<file path="src/rtl/spi_master_arbiter_if.sv">
// Register-side bus between the arbiter and the shared spi_master instance.
// The master modport is the arbiter's view; the slave modport is the spi_master's view.
interface spi_master_arbiter_if #(
  parameter int DATA_SIZE = 16
);
  logic                 o_spi_csn;
  logic [DATA_SIZE-1:0] o_spi_data;
  logic                 o_spi_wr;
  logic                 o_spi_rd;
  logic                 o_spi_start;
  logic [1:0]           o_spi_addr;
  logic                 o_spi_cpol;
  logic                 o_spi_cpha;
  logic                 o_spi_lsb_first;
  logic [DATA_SIZE-1:0] i_spi_data;
  logic                 i_spi_tx_ready;
  logic                 i_spi_rx_ready;
  logic                 i_spi_tx_error;
  logic                 i_spi_rx_error;

  modport master (
    output o_spi_csn, o_spi_data, o_spi_wr, o_spi_rd, o_spi_start,
           o_spi_addr, o_spi_cpol, o_spi_cpha, o_spi_lsb_first,
    input  i_spi_data, i_spi_tx_ready, i_spi_rx_ready,
           i_spi_tx_error, i_spi_rx_error
  );

  modport slave (
    input  o_spi_csn, o_spi_data, o_spi_wr, o_spi_rd, o_spi_start,
           o_spi_addr, o_spi_cpol, o_spi_cpha, o_spi_lsb_first,
    output i_spi_data, i_spi_tx_ready, i_spi_rx_ready,
           i_spi_tx_error, i_spi_rx_error
  );
endinterface

</file>
<file path="src/rtl/spi_master_arbiter.sv">
// Round-robin scheduler sharing one spi_master between NUM_REQ requesters:
// one full-duplex word per grant, with RX timeout and master error reporting.
module spi_master_arbiter #(
  parameter int NUM_REQ   = 4,
  parameter int DATA_SIZE = 16,
  parameter int TIMEOUT   = 4095
) (
  input  logic                         i_sys_clk,
  input  logic                         i_sys_rst,
  input  logic [NUM_REQ-1:0]           i_req,
  input  logic [NUM_REQ*DATA_SIZE-1:0] i_req_data,
  input  logic [NUM_REQ*2-1:0]         i_req_addr,
  input  logic [NUM_REQ*3-1:0]         i_req_mode,
  output logic [NUM_REQ-1:0]           o_req_ack,
  output logic [NUM_REQ-1:0]           o_rsp_valid,
  output logic [DATA_SIZE-1:0]         o_rsp_data,
  output logic                         o_rsp_err,
  output logic                         o_busy,
  spi_master_arbiter_if.master         spi
);

  localparam int PW = (NUM_REQ > 1) ? $clog2(NUM_REQ) : 1;
  localparam int CW = $clog2(TIMEOUT + 1);
  localparam logic [CW-1:0]      TO_LAST = CW'(TIMEOUT);
  localparam logic [NUM_REQ-1:0] ONE_HOT = NUM_REQ'(1);

  typedef enum logic [2:0] {
    S_IDLE,
    S_LOAD,
    S_START,
    S_WAIT_RX,
    S_READ,
    S_CAPTURE,
    S_RESP
  } state_t;

  state_t               r_state;
  logic [PW-1:0]        r_ptr;
  logic [PW-1:0]        r_gnt;
  logic [CW-1:0]        r_cnt;
  logic                 r_err;

  logic [NUM_REQ-1:0]   r_ack;
  logic [NUM_REQ-1:0]   r_rsp_valid;
  logic [DATA_SIZE-1:0] r_rsp_data;
  logic                 r_rsp_err;
  logic                 r_busy;
  logic                 r_csn;
  logic [DATA_SIZE-1:0] r_spi_data;
  logic                 r_wr;
  logic                 r_rd;
  logic                 r_start;
  logic [1:0]           r_addr;
  logic                 r_cpol;
  logic                 r_cpha;
  logic                 r_lsb;

  logic                 w_any;
  logic [PW-1:0]        w_gnt;
  logic [DATA_SIZE-1:0] w_data;
  logic [1:0]           w_addr;
  logic [2:0]           w_mode;
  logic                 w_spi_err;
  int                   w_dist;
  int                   w_best;

  assign w_any     = |i_req;
  assign w_spi_err = spi.i_spi_tx_error | spi.i_spi_rx_error;

  // Winner is the asserted requester with the smallest upward distance
  // from the last grant (distance 0 is the slot just after the pointer).
  always_comb begin
    w_gnt  = '0;
    w_data = '0;
    w_addr = '0;
    w_mode = '0;
    w_dist = 0;
    w_best = NUM_REQ;
    for (int j = 0; j < NUM_REQ; j++) begin
      w_dist = j - int'(r_ptr) - 1;
      if (w_dist < 0) begin
        w_dist = w_dist + NUM_REQ;
      end
      if (i_req[j] && (w_dist < w_best)) begin
        w_best = w_dist;
        w_gnt  = PW'(j);
        w_data = i_req_data[j*DATA_SIZE +: DATA_SIZE];
        w_addr = i_req_addr[j*2 +: 2];
        w_mode = i_req_mode[j*3 +: 3];
      end
    end
  end

  always_ff @(posedge i_sys_clk or negedge i_sys_rst) begin
    if (!i_sys_rst) begin
      r_state     <= S_IDLE;
      r_ptr       <= PW'(NUM_REQ - 1);
      r_gnt       <= '0;
      r_cnt       <= '0;
      r_err       <= 1'b0;
      r_ack       <= '0;
      r_rsp_valid <= '0;
      r_rsp_data  <= '0;
      r_rsp_err   <= 1'b0;
      r_busy      <= 1'b0;
      r_csn       <= 1'b1;
      r_spi_data  <= '0;
      r_wr        <= 1'b0;
      r_rd        <= 1'b0;
      r_start     <= 1'b0;
      r_addr      <= '0;
      r_cpol      <= 1'b0;
      r_cpha      <= 1'b0;
      r_lsb       <= 1'b0;
    end else begin
      r_ack       <= '0;
      r_rsp_valid <= '0;
      r_wr        <= 1'b0;
      r_rd        <= 1'b0;
      r_start     <= 1'b0;
      case (r_state)
        S_IDLE: begin
          r_rsp_err <= 1'b0;
          if (w_any && spi.i_spi_tx_ready) begin
            r_state    <= S_LOAD;
            r_ptr      <= w_gnt;
            r_gnt      <= w_gnt;
            r_ack      <= ONE_HOT << w_gnt;
            r_spi_data <= w_data;
            r_addr     <= w_addr;
            {r_cpol, r_cpha, r_lsb} <= w_mode;
            r_csn      <= 1'b0;
            r_wr       <= 1'b1;
            r_busy     <= 1'b1;
            r_err      <= 1'b0;
            r_cnt      <= '0;
          end
        end
        S_LOAD: begin
          r_err   <= r_err | w_spi_err;
          r_start <= 1'b1;
          r_state <= S_START;
        end
        S_START: begin
          r_err   <= r_err | w_spi_err;
          r_cnt   <= '0;
          r_state <= S_WAIT_RX;
        end
        S_WAIT_RX: begin
          r_err <= r_err | w_spi_err;
          // rx_ready wins over a timeout landing in the same cycle
          if (spi.i_spi_rx_ready) begin
            r_rd    <= 1'b1;
            r_state <= S_READ;
          end else if (r_cnt == TO_LAST) begin
            r_rsp_valid <= ONE_HOT << r_gnt;
            r_rsp_data  <= '0;
            r_rsp_err   <= 1'b1;
            r_csn       <= 1'b1;
            r_state     <= S_RESP;
          end else begin
            r_cnt <= r_cnt + CW'(1);
          end
        end
        S_READ: begin
          r_err   <= r_err | w_spi_err;
          r_state <= S_CAPTURE;
        end
        S_CAPTURE: begin
          r_rsp_data  <= spi.i_spi_data;
          r_rsp_valid <= ONE_HOT << r_gnt;
          r_rsp_err   <= r_err | w_spi_err;
          r_csn       <= 1'b1;
          r_state     <= S_RESP;
        end
        S_RESP: begin
          r_rsp_err <= 1'b0;
          r_busy    <= 1'b0;
          r_state   <= S_IDLE;
        end
        default: begin
          r_busy  <= 1'b0;
          r_csn   <= 1'b1;
          r_state <= S_IDLE;
        end
      endcase
    end
  end

  assign o_req_ack           = r_ack;
  assign o_rsp_valid         = r_rsp_valid;
  assign o_rsp_data          = r_rsp_data;
  assign o_rsp_err           = r_rsp_err;
  assign o_busy              = r_busy;
  assign spi.o_spi_csn       = r_csn;
  assign spi.o_spi_data      = r_spi_data;
  assign spi.o_spi_wr        = r_wr;
  assign spi.o_spi_rd        = r_rd;
  assign spi.o_spi_start     = r_start;
  assign spi.o_spi_addr      = r_addr;
  assign spi.o_spi_cpol      = r_cpol;
  assign spi.o_spi_cpha      = r_cpha;
  assign spi.o_spi_lsb_first = r_lsb;

endmodule

</file>
<file path="src/flat_wrapper.sv">
// flat-port wrapper written by rule: the top's interface ports become plain ports
module spi_master_arbiter_flat 
#(
  parameter int NUM_REQ   = 4,
  parameter int DATA_SIZE = 16,
  parameter int TIMEOUT   = 4095
)
  (i_sys_clk, i_sys_rst, i_req, i_req_data, i_req_addr, i_req_mode, o_req_ack, o_rsp_valid, o_rsp_data, o_rsp_err, o_busy, spi_o_spi_csn, spi_o_spi_data, spi_o_spi_wr, spi_o_spi_rd, spi_o_spi_start, spi_o_spi_addr, spi_o_spi_cpol, spi_o_spi_cpha, spi_o_spi_lsb_first, spi_i_spi_data, spi_i_spi_tx_ready, spi_i_spi_rx_ready, spi_i_spi_tx_error, spi_i_spi_rx_error);
  spi_master_arbiter_if #(.DATA_SIZE(DATA_SIZE)) spi_i ();
  input  logic i_sys_clk;
  input  logic i_sys_rst;
  input  logic [NUM_REQ-1:0] i_req;
  input  logic [NUM_REQ*DATA_SIZE-1:0] i_req_data;
  input  logic [NUM_REQ*2-1:0] i_req_addr;
  input  logic [NUM_REQ*3-1:0] i_req_mode;
  output logic [NUM_REQ-1:0] o_req_ack;
  output logic [NUM_REQ-1:0] o_rsp_valid;
  output logic [DATA_SIZE-1:0] o_rsp_data;
  output logic o_rsp_err;
  output logic o_busy;
  output wire logic [$bits(spi_i.o_spi_csn)-1:0] spi_o_spi_csn;
  output wire logic [$bits(spi_i.o_spi_data)-1:0] spi_o_spi_data;
  output wire logic [$bits(spi_i.o_spi_wr)-1:0] spi_o_spi_wr;
  output wire logic [$bits(spi_i.o_spi_rd)-1:0] spi_o_spi_rd;
  output wire logic [$bits(spi_i.o_spi_start)-1:0] spi_o_spi_start;
  output wire logic [$bits(spi_i.o_spi_addr)-1:0] spi_o_spi_addr;
  output wire logic [$bits(spi_i.o_spi_cpol)-1:0] spi_o_spi_cpol;
  output wire logic [$bits(spi_i.o_spi_cpha)-1:0] spi_o_spi_cpha;
  output wire logic [$bits(spi_i.o_spi_lsb_first)-1:0] spi_o_spi_lsb_first;
  input wire logic [$bits(spi_i.i_spi_data)-1:0] spi_i_spi_data;
  input wire logic [$bits(spi_i.i_spi_tx_ready)-1:0] spi_i_spi_tx_ready;
  input wire logic [$bits(spi_i.i_spi_rx_ready)-1:0] spi_i_spi_rx_ready;
  input wire logic [$bits(spi_i.i_spi_tx_error)-1:0] spi_i_spi_tx_error;
  input wire logic [$bits(spi_i.i_spi_rx_error)-1:0] spi_i_spi_rx_error;
  assign spi_o_spi_csn = spi_i.o_spi_csn;
  assign spi_o_spi_data = spi_i.o_spi_data;
  assign spi_o_spi_wr = spi_i.o_spi_wr;
  assign spi_o_spi_rd = spi_i.o_spi_rd;
  assign spi_o_spi_start = spi_i.o_spi_start;
  assign spi_o_spi_addr = spi_i.o_spi_addr;
  assign spi_o_spi_cpol = spi_i.o_spi_cpol;
  assign spi_o_spi_cpha = spi_i.o_spi_cpha;
  assign spi_o_spi_lsb_first = spi_i.o_spi_lsb_first;
  assign spi_i.i_spi_data = spi_i_spi_data;
  assign spi_i.i_spi_tx_ready = spi_i_spi_tx_ready;
  assign spi_i.i_spi_rx_ready = spi_i_spi_rx_ready;
  assign spi_i.i_spi_tx_error = spi_i_spi_tx_error;
  assign spi_i.i_spi_rx_error = spi_i_spi_rx_error;
  spi_master_arbiter #(.NUM_REQ(NUM_REQ), .DATA_SIZE(DATA_SIZE), .TIMEOUT(TIMEOUT)) u_core (.i_sys_clk(i_sys_clk), .i_sys_rst(i_sys_rst), .i_req(i_req), .i_req_data(i_req_data), .i_req_addr(i_req_addr), .i_req_mode(i_req_mode), .o_req_ack(o_req_ack), .o_rsp_valid(o_rsp_valid), .o_rsp_data(o_rsp_data), .o_rsp_err(o_rsp_err), .o_busy(o_busy), .spi(spi_i));
endmodule
</file>
<file path="config.mk">
export PLATFORM = sky130hd
export DESIGN_NAME = spi_master_arbiter_flat
export DESIGN_NICKNAME = d
export VERILOG_FILES = /design/src/rtl/spi_master_arbiter_if.sv /design/src/rtl/spi_master_arbiter.sv /design/src/flat_wrapper.sv
export SDC_FILE = /design/constraint.sdc
export NUM_CORES = 1
export LEC_CHECK = 0
export ABC_AREA = 1
export ABC_CLOCK_PERIOD_IN_PS = 5200
export CAP_MARGIN = 10
export CELL_PAD_IN_SITES_DETAIL_PLACEMENT = 1
export CELL_PAD_IN_SITES_GLOBAL_PLACEMENT = 2
export CORE_UTILIZATION = 25
export DETAILED_ROUTE_END_ITERATION = 8
export DONT_BUFFER_PORTS = 1
export GPL_TIMING_DRIVEN = 0
export PLACE_DENSITY = 0.64
export SLEW_MARGIN = 10
export SYNTH_ARGS = -nofsm -noshare
export SYNTH_HDL_FRONTEND = slang
export SYNTH_SLANG_ARGS = --single-unit
</file>
<file path="constraint.sdc">
create_clock -name i_sys_clk -period 5.2 [get_ports i_sys_clk]
set_input_delay 0.26 -clock i_sys_clk [delete_from_list [all_inputs] [get_ports i_sys_clk]]
set_output_delay 0.26 -clock i_sys_clk [all_outputs]
set_load 0.02 [all_outputs]
</file>
# Yosys cells after proc, flatten, opt, wreduce, memory -nomap -nowiden
# Cells that the tools add are included.
# Widths: inputs -> output; s select.
# classes
n_bitwise	4
n_mux	51
n_eq_ne	12
reduce_logical	23
addsub	13
shift	2
magnitude_cmp	8
# op_table
cell	n
$mux 32	7
$add 32x4->32 const B	4
$lt 32x1->1 const B	4
$sub 32x2->32 const B	4
$lt 32x32->1	3
$mux 16	6
$mux 12	3
$pmux 12 s3	1
$lt 32x4->1 const B	1
$pmux 16 s2	1
$mux 3	7
$pmux 3 s6	1
$mux 4	4
$add 12x1->12 const B	1
$eq 12x12->1 const B	1
$mux 2	6
$reduce_or 4->1	3
$mux 1	10
$eq 3x3->1 const B	3
$pmux 4 s2	1
$reduce_and 2->1	4
$reduce_and 4->1	2
$shl 1x2->4 const A	2
$eq 3x2->1 const B	2
other kinds (17)	32
# word_totals
inputBits	110
register_bits	71
word_cells	132
out_inout_bits	51

# Longest topological paths before layout
# Gate-level depths: netlist of the first run.
# depth
depth_word	19
ltp_mapped	55
depth_no_buf	52

# Least setup slack after synthesis of the first run
# No wires, ideal clock.
# synth_timing
path_type	reg2reg
from	reg u_core.r_ptr[0]
to	reg u_core.r_spi_data[10] (netlist: u_core.spi.o_spi_data[10])
arrival_ps	5384
t_required_ps	5082
slack_ps	-302
stages_incl_launch_ff	39
synth_period_minus_slack_ps	5502
path_buffers	3
setup_time_ps	118
path_cell_list	dfstp_2 ha_1 nand2_1 inv_1 ha_1 nand2_1 inv_1 a221oi_1 o21ai_0 a21oi_1 nand2_1 nand2_1 nand2_1 nand2_1 nand3_2 nor2_1 buf_2 nor2_1 [... 3 more ...] nand3_1 nand2_1 nand2_1 a21oi_1 a211oi_1 nand3_1 nand3_4 buf_1 o21ai_0 ha_1 nand2_1 nand2_1 nand2_2 nand2_2 buf_6 nand2_1 nand3_1 nand2_1
# synth_between
elab_chain_cells	16
word_cells_on_any_way	35
cone_classes	add/sub (12); order compare (8); mux (11); reduce/logical (4)
# synth_lines
element	line	rtl
start, declared	spi_master_arbiter.sv:38	logic [PW-1:0] r_ptr;
start signal, assigned	spi_master_arbiter.sv:97	r_ptr <= PW'(NUM_REQ - 1);
start signal, assigned	spi_master_arbiter.sv:126	r_ptr <= w_gnt;
$sub 1x2->3	spi_master_arbiter.sv:80	w_dist = j - int'(r_ptr) - 1;
$sub 32x2->32	spi_master_arbiter.sv:80	
$add 32x4->32 / $lt 32x1->1 (equally long branches)	spi_master_arbiter.sv:82, spi_master_arbiter.sv:81	
$mux 32	spi_master_arbiter.sv:81	if (w_dist < 0) begin
$lt 32x4->1	spi_master_arbiter.sv:84	if (i_req[j] && (w_dist < w_best)) begin
$logic_and 1x1->1	spi_master_arbiter.sv:84	
$mux 32	spi_master_arbiter.sv:84	
$lt 32x32->1	spi_master_arbiter.sv:84	
$logic_and 1x1->1	spi_master_arbiter.sv:84	
$mux 32	spi_master_arbiter.sv:84	
$lt 32x32->1	spi_master_arbiter.sv:84	
$logic_and 1x1->1	spi_master_arbiter.sv:84	
$mux 32	spi_master_arbiter.sv:84	
$lt 32x32->1	spi_master_arbiter.sv:84	
$logic_and 1x1->1	spi_master_arbiter.sv:84	
$mux 16 (*)	spi_master_arbiter.sv:84	
end signal, assigned	spi_master_arbiter.sv:129	r_spi_data <= w_data;
end, declared	spi_master_arbiter.sv:49	logic [DATA_SIZE-1:0] r_spi_data;
# Mark *: on every way between the ends. The rest lies on a longest branch, timed or not.
# A chain may end at the register's enable or synchronous reset.

# Final worst setup path of the first run
# layout_timing
from	reg u_core.r_ptr[1]
to	reg u_core.r_spi_data[4] (netlist: u_core.spi.o_spi_data[4])
# Same word-level chain as after synthesis.

==> results_dict.tcl, run 1 <==
set metrics [dict create \
    nFillCells 2898 \
    tightest_slew_ns 0.705 \
    cts_tree "yes" \
    ios 161 \
    gp_routability_congestion 0.756 \
    final_nets 1120 \
    clk_latency_ns 0.34 \
    final_cell_mix "nand2_1, inv_1, nand3_1" \
    p_total_uw 5980 \
    postSynthAreaPerCell_sq_um 7.33 \
    max_freq_mhz 189 \
    fp.dieW_um 157 \
    drv_slew 0 \
    setup_ws_ns -0.100 \
    ys_warn_count 0 \
    row_count 56 \
    dr.pass1.iters 4 \
    yosysSeqAreaShare_pct 29.6 \
    htreeDepth 3 \
    cp_slowest_cell "dfstp_2" \
    mostFrequentLayoutCell "nand2_1" \
    cts.sinks 71 \
    hold_viol 0 \
    powerDensity_mw_per_mm2 760 \
    routedWlPerCell_um 15.5 \
    hpwl_um 14600 \
    rsz0062_at_grt "yes" \
    synth_area_leaders "dfrtp_1, ha_1, nand2_1" \
    worstPathArrival_ns 5.57 \
    cp_max_fo 8 \
    grt_pass1_wl_um 29600 \
    min_path_type "in -> reg" \
    grt_pass1_vias 5715 \
    pre_cts_ws_ns -1.32 \
    antenna_cells 0 \
    initial_core_util_pct 25.5 \
    area_growth_pct 30.9 \
    cts_buffers 9 \
    synth_area_sq_mm 0.00601 \
    drc 0 \
    drv_cap 0 \
    core_sq_mm 0.0235 \
    slew_headroom_pct 53.0 \
    grt_usage_pct 15.5 \
    p_leak_uw 0.00395 \
    finalClockSkew_ns 0.0102 \
    status "finished with violations" \
    cp.required_ns 5.47 \
    port_buffers 0 \
    cp-start-kind "flop" \
    fin_setup_tns_ns -1.39 \
    peakVddDrop_mv 0.283 \
    ys_async_sr_fraction_pct 100 \
    finalSetupViolCount 24 \
    end_kind "flop" \
    yosysUniqueCellTypes 45 \
    holdWs_ns 0.0555 \
    die_h_um 157 \
    synth_cells 820 \
    synth-edff-count 0 \
    synth_top_area_share_pct 28.3 \
    ant_nets 0 \
    ys_ff_latch 71 \
    synth_top_area_cell "dfrtp_1" \
    die_area_sq_mm 0.0247 \
    drt_iter0_markers 224 \
    fin_crit_ns 5.30 \
    drive_gt1_share_pct 19.0 \
    grt_overflow_total 0 \
    finalWirelength_um 19100 \
    cp_slowest_stage_delay_ns 0.56 \
    grt_max_degree 72 \
    setup.worst_path.class "reg -> reg" \
    finalCritPeriodShare_pct 102 \
    antenna_found_initial 0 \
    num_vias 5649 \
    vias_per_cell 4.58 \
    violations "negative setup slack" \
    cts.clk_slew.worst_paths_ns 0.06 \
    ys.flop_type "dfrtp_1" \
    clock_path_buffers 2 \
    clockRootBuffer "clkbuf_16" \
]
-- stage by stage --
stage | instances | util (%) | area [sq um]
2_1_floorplan | 858 | - | 6290
3_3_place_gp | 1177 | 28.4 | 6690
3_5_place_dp | 1177 | 28.4 | 6690
4_1_cts | 1228 | 32.3 | 7610
5_1_grt | 1233 | 33.4 | 7870
6_report | 1233 | 33.4 | 7870
-- final timing paths --
| kind | from | end | slack (ns) | cells after the start |
|---|---|---|---|---|
| setup reg to reg | u_core.r_ptr[1] | u_core.spi.o_spi_data[4] | -0.10 | 36 |
| min in group asynchronous | i_sys_rst | u_core.r_cnt[11] | 0.47 | 2 |
| max in group asynchronous | i_sys_rst | u_core.r_ptr[0] | 4.39 | 2 |
| setup / recovery | u_core.r_ptr[1] | u_core.spi.o_spi_data[4] | -0.10 | 36 |
| hold reg to reg | u_core.r_gnt[0] | u_core.o_rsp_valid[0] | 0.47 | 1 |
| hold / removal | spi_i_spi_data[12] | u_core.o_rsp_data[12] | 0.06 | 1 |
-- power breakdown --
group	total (uW)	internal, uW	switching (uW)
logic	4250	1710	2530
clock network	624	374	250
registers	1110	758	348
total	5980	2840	3130
-- critical path: cells and delay by family (launching register included) --
family,cells,cell delay (ns)
and+or+nand+nor,19,1.99
adders and majority gates,5,1.14
buffers and inverters,7,0.88
AOI/OAI and AO/OA,5,0.65
DFF,1,0.56
-- cell type report --
cell class,count,area [sq um],area share [%]
Inverter,126,487,6.19
Sequential cell,71,1780,22.6
Tap cell,319,399,5.07
Buffer,24,180,2.29
Multi-Input combinational cell,637,4340,55.1
Timing Repair Buffer,40,388,4.93
Clock inverter,6,67.6,0.859
Clock buffer,10,229,2.91
-- cell families (layout without fill, tap and decap cells) --
logic type	Yosys count	after routing	share of synthesized area, %
compound gates	101	101	10.5
fa+ha+maj	101	101	21.3
other cells	2	40	0.125
buf+inv	150	206	9.87
simple gates	393	393	28.3
xor+xnor	2	2	0.292
flops	71	71	29.6
-- cells in the mapped netlist, drive strengths merged (6+ instances only) --
master / instances
a21oi: 35
nand2: 210
a22o: 16
o21ai: 25
a211oi: 7
dfrtp: 68
ha: 99
nor4: 6
buf: 14
nor2: 57
inv: 125
a31oi: 7
clkbuf: 10
nand4: 8
nand3: 94
nor3: 14
-- timing repair --
item | in CTS | in global routing
setup buffers | 30 | 5
cloned | 3 | 1
hold endpoints to repair | 71 | 0
pin swaps | 38 | 49
resized for setup | 74 | 47
hold buffers | 2 | 0
endpoints found under the setup margin | 29 | 29
-- per-layer routing --
metal	track usage (%)	up-vias	routed length, um
li1	-	2823	-
met1	18.7	2707	8490
met2	27.7	108	9520
met3	3.61	11	910
met4	3.28	0	174
met5	0	-	0
-- state kept, by name, indices dropped and copies added, names as in the netlist --
signal,count
u_core.spi.o_spi_data,16
u_core.spi.o_spi_csn,1
u_core.o_rsp_err,1
u_core.o_rsp_data,16
u_core.spi.o_spi_cpha,1
u_core.spi.o_spi_rd,1
u_core.spi.o_spi_start,1
u_core.o_req_ack,4
u_core.r_state,3
u_core.o_busy,1
u_core.o_rsp_valid,4
u_core.spi.o_spi_lsb_first,1
u_core.spi.o_spi_wr,1
u_core.spi.o_spi_cpol,1
u_core.r_err,1
u_core.spi.o_spi_addr,2
u_core.r_cnt,12
u_core.r_gnt,2
u_core.r_ptr,2
Power figures use the tool's default switching activity.
==> run 2, diff against run 1 <==
--- a/config.mk
+++ b/config.mk
@@ -5,7 +5,6 @@
 export SDC_FILE = /design/constraint.sdc
 export NUM_CORES = 1
 export LEC_CHECK = 0
-export ABC_AREA = 1
 export ABC_CLOCK_PERIOD_IN_PS = 5200
 export CAP_MARGIN = 10
 export CELL_PAD_IN_SITES_DETAIL_PLACEMENT = 1
@@ -14,7 +13,7 @@
 export DETAILED_ROUTE_END_ITERATION = 8
 export DONT_BUFFER_PORTS = 1
 export GPL_TIMING_DRIVEN = 0
-export PLACE_DENSITY = 0.64
+export PLACE_DENSITY = 0.61
 export SLEW_MARGIN = 10
 export SYNTH_ARGS = -nofsm -noshare
 export SYNTH_HDL_FRONTEND = slang
==> run 2 against run 1 <==
The run still ends with negative setup slack left. Critical path depth is 7 lower. Synthesized cell count is 17% lower. Cell area is 2.0% lower. Fmax is 13% lower. Routed wire length is 6.6% higher. Register-to-register slack worse by 0.81 ns. Via count is 3.1% lower. Clock skew is 0.0015 ns lower. Die area is 0.15% higher. Critical path type unchanged.
==> results_dict.tcl, run 2 <==
set metrics [dict create \
    synth_cells 681 \
    end_kind "flop" \
    grt_pass1_wl_um 31300 \
    synth_fa_ha_area_share_pct 21.2 \
    p_leak_uw 0.00340 \
    drv_slew 0 \
    cp_slowest_cell "dfstp_2" \
    cts_tree "yes" \
    area_growth_pct 28.1 \
    synth_top_family_by_area "compound AO/OA/AOI/OAI gates" \
    synthMuxAreaShare_pct 0.353 \
    vias_per_cell 5.02 \
    ys_warn_count 0 \
    nFillCells 2778 \
    drv_cap 0 \
    synth_area_sq_mm 0.00602 \
    cts.clk_slew.worst_paths_ns 0.06 \
    yosysSeqAreaShare_pct 29.6 \
    final_cells 1091 \
    ios 161 \
    final_nets 977 \
    worstPathArrival_ns 6.35 \
    tightest_slew_ns 1.09 \
    setup_ws_ns -0.906 \
    row_count 56 \
    fin_crit_ns 6.11 \
    die_area_sq_mm 0.0247 \
    dr.pass1.iters 4 \
    yosysUniqueCellTypes 67 \
    ys.flop_type "dfrtp_1" \
    cts_buffers 9 \
    min_path_type "in -> reg" \
    synth-edff-count 0 \
    clk_latency_ns 0.33 \
    drc 0 \
    cp-start-kind "flop" \
    postSynthAreaPerCell_sq_um 8.84 \
    cts.sinks 71 \
    pre_cts_ws_ns -1.65 \
    finalWirelength_um 20400 \
    grt_max_degree 72 \
    finalClockSkew_ns 0.00871 \
    synthSimpleGateAreaFrac_pct 16.6 \
    antenna_found_initial 1 \
    violations "negative setup slack" \
    finalCritPeriodShare_pct 117 \
    finalSetupViolCount 29 \
    hpwl_um 15500 \
    synth_area_leaders "dfrtp_1, ha_1, nand2_1" \
    ys_async_sr_fraction_pct 100 \
    final_cell_mix "nand2_1, ha_1, dfrtp_1" \
    rsz0062_at_grt "yes" \
    cp_common_cell "ha_1" \
    cp_max_fo 9 \
    ant_nets 0 \
    routedWlPerCell_um 18.7 \
    dp_cells 1038 \
    mostFrequentLayoutCell "nand2_1" \
    synth_compound_area_share_pct 26.0 \
    setup.worst_path.class "reg -> reg" \
    htreeDepth 3 \
    place_area_sq_mm 0.00677 \
    die_h_um 157 \
    status "finished with violations" \
    grt_pass1_vias 5750 \
    drt_iter0_markers 248 \
    slew_headroom_pct 27.1 \
    gp_routability_congestion 0.771 \
    synth_xor_area_share_pct 0.146 \
    num_vias 5475 \
    max_freq_mhz 164 \
    drive_gt1_share_pct 19.6 \
    hold_viol 0 \
    grt_usage_pct 16.4 \
    ys_ff_latch 71 \
    cp_slowest_stage_delay_ns 0.57 \
    port_buffers 0 \
    synth_commonest_cells "nand2_1, ha_1, dfrtp_1, o21ai_0, inv_1" \
    yosysMostFrequentCell "nand2_1" \
    synth_top_area_share_pct 28.3 \
    clockRootBuffer "clkbuf_16" \
    design_area_sq_mm 0.00771 \
    fp.dieW_um 157 \
    clock_path_buffers 2 \
    powerDensity_mw_per_mm2 696 \
    initial_core_util_pct 25.6 \
    grt_overflow_total 0 \
    core_sq_mm 0.0235 \
    cp.required_ns 5.45 \
    peakVddDrop_mv 0.185 \
    synth_top_area_cell "dfrtp_1" \
]
==> run 2: final cells by class <==
class	count	area [sq um]	area share (%)
plain buffers	32	240	3.11
flip-flops and latches	71	1780	23.1
clock buffers	10	229	2.97
clock inverters	6	45.0	0.584
well taps	319	399	5.18
repair buffers	36	395	5.13
multi-input cells	563	4410	57.2
inverters	53	211	2.74
diodes	1	2.50	0.0324
==> run 2: cells by family (layout without fill, tap and decap cells) <==
group / Yosys count / count (layout)
mux: 2 / 2
buf+inv: 86 / 137
compound gates: 203 / 203
other cells: 2 / 41
fa+ha+maj: 101 / 101
simple gates: 215 / 216
xor+xnor: 1 / 1
flops: 71 / 71
==> run 2: power by group <==
| part | total, uW | internal [uW] | leakage (uW) | switching [uW] |
|---|---|---|---|---|
| Clock | 575 | 325 | 0.000126 | 250 |
| Combinational | 3720 | 1580 | 0.00235 | 2140 |
| Sequential | 1070 | 742 | 0.000916 | 333 |
| Total | 5370 | 2650 | 0.00340 | 2720 |
==> run 2: worst max-delay path: cells and delay by family, from the launching register on <==
family	cells	cell delay (ns)
AOI/OAI and AO/OA	9	1.58
and+or+nand+nor	8	1.49
adders and majority gates	4	1.10
DFF	1	0.57
buffers and inverters	7	1.03
muxes	1	0.21
==> run 2: metrics by stage <==
| step | utilization (%) | TNS [ns] | power, uW | hold slack, ns |
|---|---|---|---|---|
| 2_1_floorplan | - | -7.67 | 3400 | -0.0356 |
| 3_3_place_gp | 28.7 | -42.76 | 4100 | -0.0326 |
| 5_1_grt | 32.7 | -32.14 | 5860 | 0.0549 |
| 6_report | 32.8 | -24.70 | 5370 | 0.0677 |
| 3_5_place_dp | 28.7 | -45.57 | 4220 | -0.0334 |
| 4_1_cts | 32.2 | -24.20 | 5260 | 0.0509 |
==> run 2: worst paths after layout <==
path	from	slack [ns]	endpoint	cells past startpoint
setup / recovery	u_core.r_ptr[1]	-0.91	u_core.spi.o_spi_data[14]	29
hold / removal	spi_i_spi_data[0]	0.07	u_core.o_rsp_data[0]	1
setup reg to reg	u_core.r_ptr[1]	-0.91	u_core.spi.o_spi_data[14]	29
hold reg to reg	u_core.r_cnt[11]	0.48	u_core.r_cnt[11]	1
max in group asynchronous	i_sys_rst	4.37	u_core.r_ptr[0]	2
min in group asynchronous	i_sys_rst	0.47	u_core.r_state[1]	2
==> run 2: repair_timing <==
| action | in CTS | in global routing |
|---|---|---|
| hold buffers | 2 | 0 |
| setup endpoints to repair | 29 | 29 |
| endpoints found under the hold margin | 71 | 0 |
| setup buffers | 27 | 4 |
| pin swaps | 22 | 12 |
| gates cloned | 3 | 1 |
| gates resized for setup | 46 | 19 |
==> run 2: layer usage <==
layer | vias up | share of wire, % | track usage [%]
met4 | 0 | 1.8 | 4.76
met5 | - | 0 | 0
li1 | 2594 | - | -
met2 | 150 | 48 | 28.6
met3 | 22 | 5.0 | 2.53
met1 | 2709 | 45 | 20.8
==> run 3, diff against run 2 <==
==> constraint.sdc (replaced) <==
create_clock -name i_sys_clk -period 5.2 [get_ports i_sys_clk]
set_input_delay 1.56 -clock i_sys_clk [delete_from_list [all_inputs] [get_ports i_sys_clk]]
set_output_delay 1.56 -clock i_sys_clk [all_outputs]
set_load 0.02 [all_outputs]
==> run 3 against run 2 <==
The run still ends with negative setup slack left. Total power down 2.9%. Count of clock-buffer cells in the layout down 1. Cell area down 2.9%. Critical path depth down 1. Worst hold slack better by 0.43 ns. Clock power up 21%. Critical path type is now in -> reg. Largest power group unchanged.
==> results_dict.tcl, run 3 (synthesized netlist as in run 2, its figures left out) <==
set metrics [dict create \
    drc 0 \
    end_kind "flop" \
    clockRootBuffer "clkbuf_16" \
    grt_overflow_total 0 \
    die_h_um 157 \
    swShare_pct 50.3 \
    peakVddDrop_mv 0.181 \
    pwr-share-comb_pct 66.1 \
    drive_gt1_share_pct 16.6 \
    finalWirelength_um 19500 \
    rsz0062_at_grt "yes" \
    cts_tree "yes" \
    p_int_uw 2590 \
    timing.rr.start "u_core.r_ptr[0]" \
    crit_path_start "i_req[0]" \
    clk_latency_ns 0.35 \
    num_vias 5367 \
    final_nets 963 \
    setup.worst_path.class "in -> reg" \
    row_count 56 \
    nFillCells 2800 \
    setup_ws_ns -1.02 \
    vias_per_cell 4.99 \
    port_buffers 0 \
    core_sq_mm 0.0235 \
    slew_headroom_pct 34.4 \
    clock_path_buffers 2 \
    grt_pass1_vias 5742 \
    hpwl_um 15200 \
    final_cells 1076 \
    p_seq_share_pct 20.5 \
    area_growth_pct 24.4 \
    powerDensity_mw_per_mm2 696 \
    utilization_pct 31.8 \
    ios 161 \
    dp_cells 1038 \
    initial_core_util_pct 25.6 \
    routedWlPerCell_um 18.1 \
    fin_crit_ns 6.22 \
    grt_usage_pct 15.4 \
    finalSetupViolCount 29 \
    status "finished with violations" \
    cp_max_fo 10 \
    final_cell_mix "nand2_1, ha_1, dfrtp_1" \
    p_leak_uw 0.00332 \
    finalCritPeriodShare_pct 120 \
    finalClockSkew_ns 0.00946 \
    pre_cts_ws_ns -2.06 \
    grt_max_degree 72 \
    p_sw_uw 2620 \
    cts_buffers 9 \
    power_frac_clock_pct 13.4 \
    cts.clk_slew.worst_paths_ns 0.06 \
    grt_pass1_wl_um 29700 \
    hold_viol 0 \
    drv_cap 0 \
    cp.required_ns 5.47 \
    gp_routability_congestion 0.795 \
    violations "negative setup slack" \
    fp.dieW_um 157 \
    multi_input_area_sq_mm 0.00430 \
    cts.sinks 71 \
    die_area_sq_mm 0.0247 \
    final-seq-area_sq_mm 0.00178 \
    hp-start "u_core.r_cnt[2]" \
    min_path_type "reg -> reg" \
    cp-start-kind "input pin" \
    drv_slew 0 \
    worstPathArrival_ns 6.49 \
    antenna_found_initial 0 \
    tightest_slew_ns 0.982 \
    max_freq_mhz 161 \
    ant_nets 0 \
    htreeDepth 3 \
    antenna_cells 0 \
    dr.pass1.iters 4 \
    drt_iter0_markers 222 \
    mostFrequentLayoutCell "nand2_1" \
]
run 3: cell types whose count changed in the layout (fill, tap and decap cells not counted), sizes merged, moves of 2 or more:
cell	delta
buf	-11
clkinvlp	-2
bufinv	+2
clkbuf	-2
run 3: power groups by stage:
stage	Combinational, uW	Clock [uW]	Sequential, uW
after global routing	3870	734	1090
after CTS	3280	718	1070
after global placement	2910	0	1080
after detailed placement	3030	0	1080
after floorplan	2310	0	1020
final	3450	696	1070
run 3: area by class of cell:
cell class | instances | share of cell area, %
multi-input combinational | 562 | 57.5
sequential | 71 | 23.8
tap | 319 | 5.33
buffer | 31 | 3.31
clock buffer | 9 | 3.01
timing repair buffer | 24 | 2.91
inverter | 53 | 2.76
clock inverter | 7 | 1.40
run 3: worst paths after layout:
kind	end	slack [ns]	cells after the start
min in group asynchronous	u_core.r_cnt[8]	0.91	0
min	u_core.r_cnt[2]	0.49	1
max reg2reg	u_core.o_req_ack[0]	-1.00	30
max	u_core.o_req_ack[0]	-1.02	28
min reg2reg	u_core.r_cnt[2]	0.49	1
max in group asynchronous	u_core.r_ptr[0]	4.09	0
run 3: critical path, stage by stage:
cell and delay [ns]:
o221ai_4 0.06, a31oi_4 0.05, clkbuf_16 0.14, ha_4 0.16, a2111oi_4 0.28, o211ai_1 0.17
a311oi_2 0.32, nor3_2 0.07, o21ai_2 0.18, and2_4 0.19, clkbuf_16 0.15, inv_8 0.03
ha_4 0.15, a211oi_2 0.23, nor2_2 0.07, or4_4 0.53, nand4bb_1 0.20, a211oi_2 0.34
o31ai_4 0.10, clkbuf_8 0.15, nand2_2 0.06, o21ai_2 0.05, ha_1 0.29, o221ai_2 0.11
o2bb2ai_4 0.17, a31o_4 0.31, buf_12 0.17, nor3b_2 0.17
run 3: through the flow:
step	instance area (sq um)	total power, uW	hold slack (ns)	TNS [ns]
after detailed placement	6680	4110	0.488	-57.49
after CTS	7300	5070	0.502	-31.76
after floorplan	6280	3330	0.450	-32.88
after global routing	7490	5700	0.521	-35.40
final	7490	5210	0.494	-27.61
after global placement	6680	3990	0.470	-57.81
run 3: timing repair:
action,CTS,global route
buffers inserted,20,3
pin swaps,10,13
endpoints found under the setup margin,29,29
hold buffers,0,0
gates resized for setup,30,32
cloned,0,1
hold endpoints to repair,0,0
run 3: per-layer routing:
layer | global-route usage [%] | wire [um] | vias to the layer above
li1 | - | - | 2553
met1 | 19.4 | 8880 | 2699
met2 | 26.8 | 9590 | 96
met3 | 2.97 | 738 | 19
met4 | 3.84 | 242 | 0
met5 | 0 | 0 | -
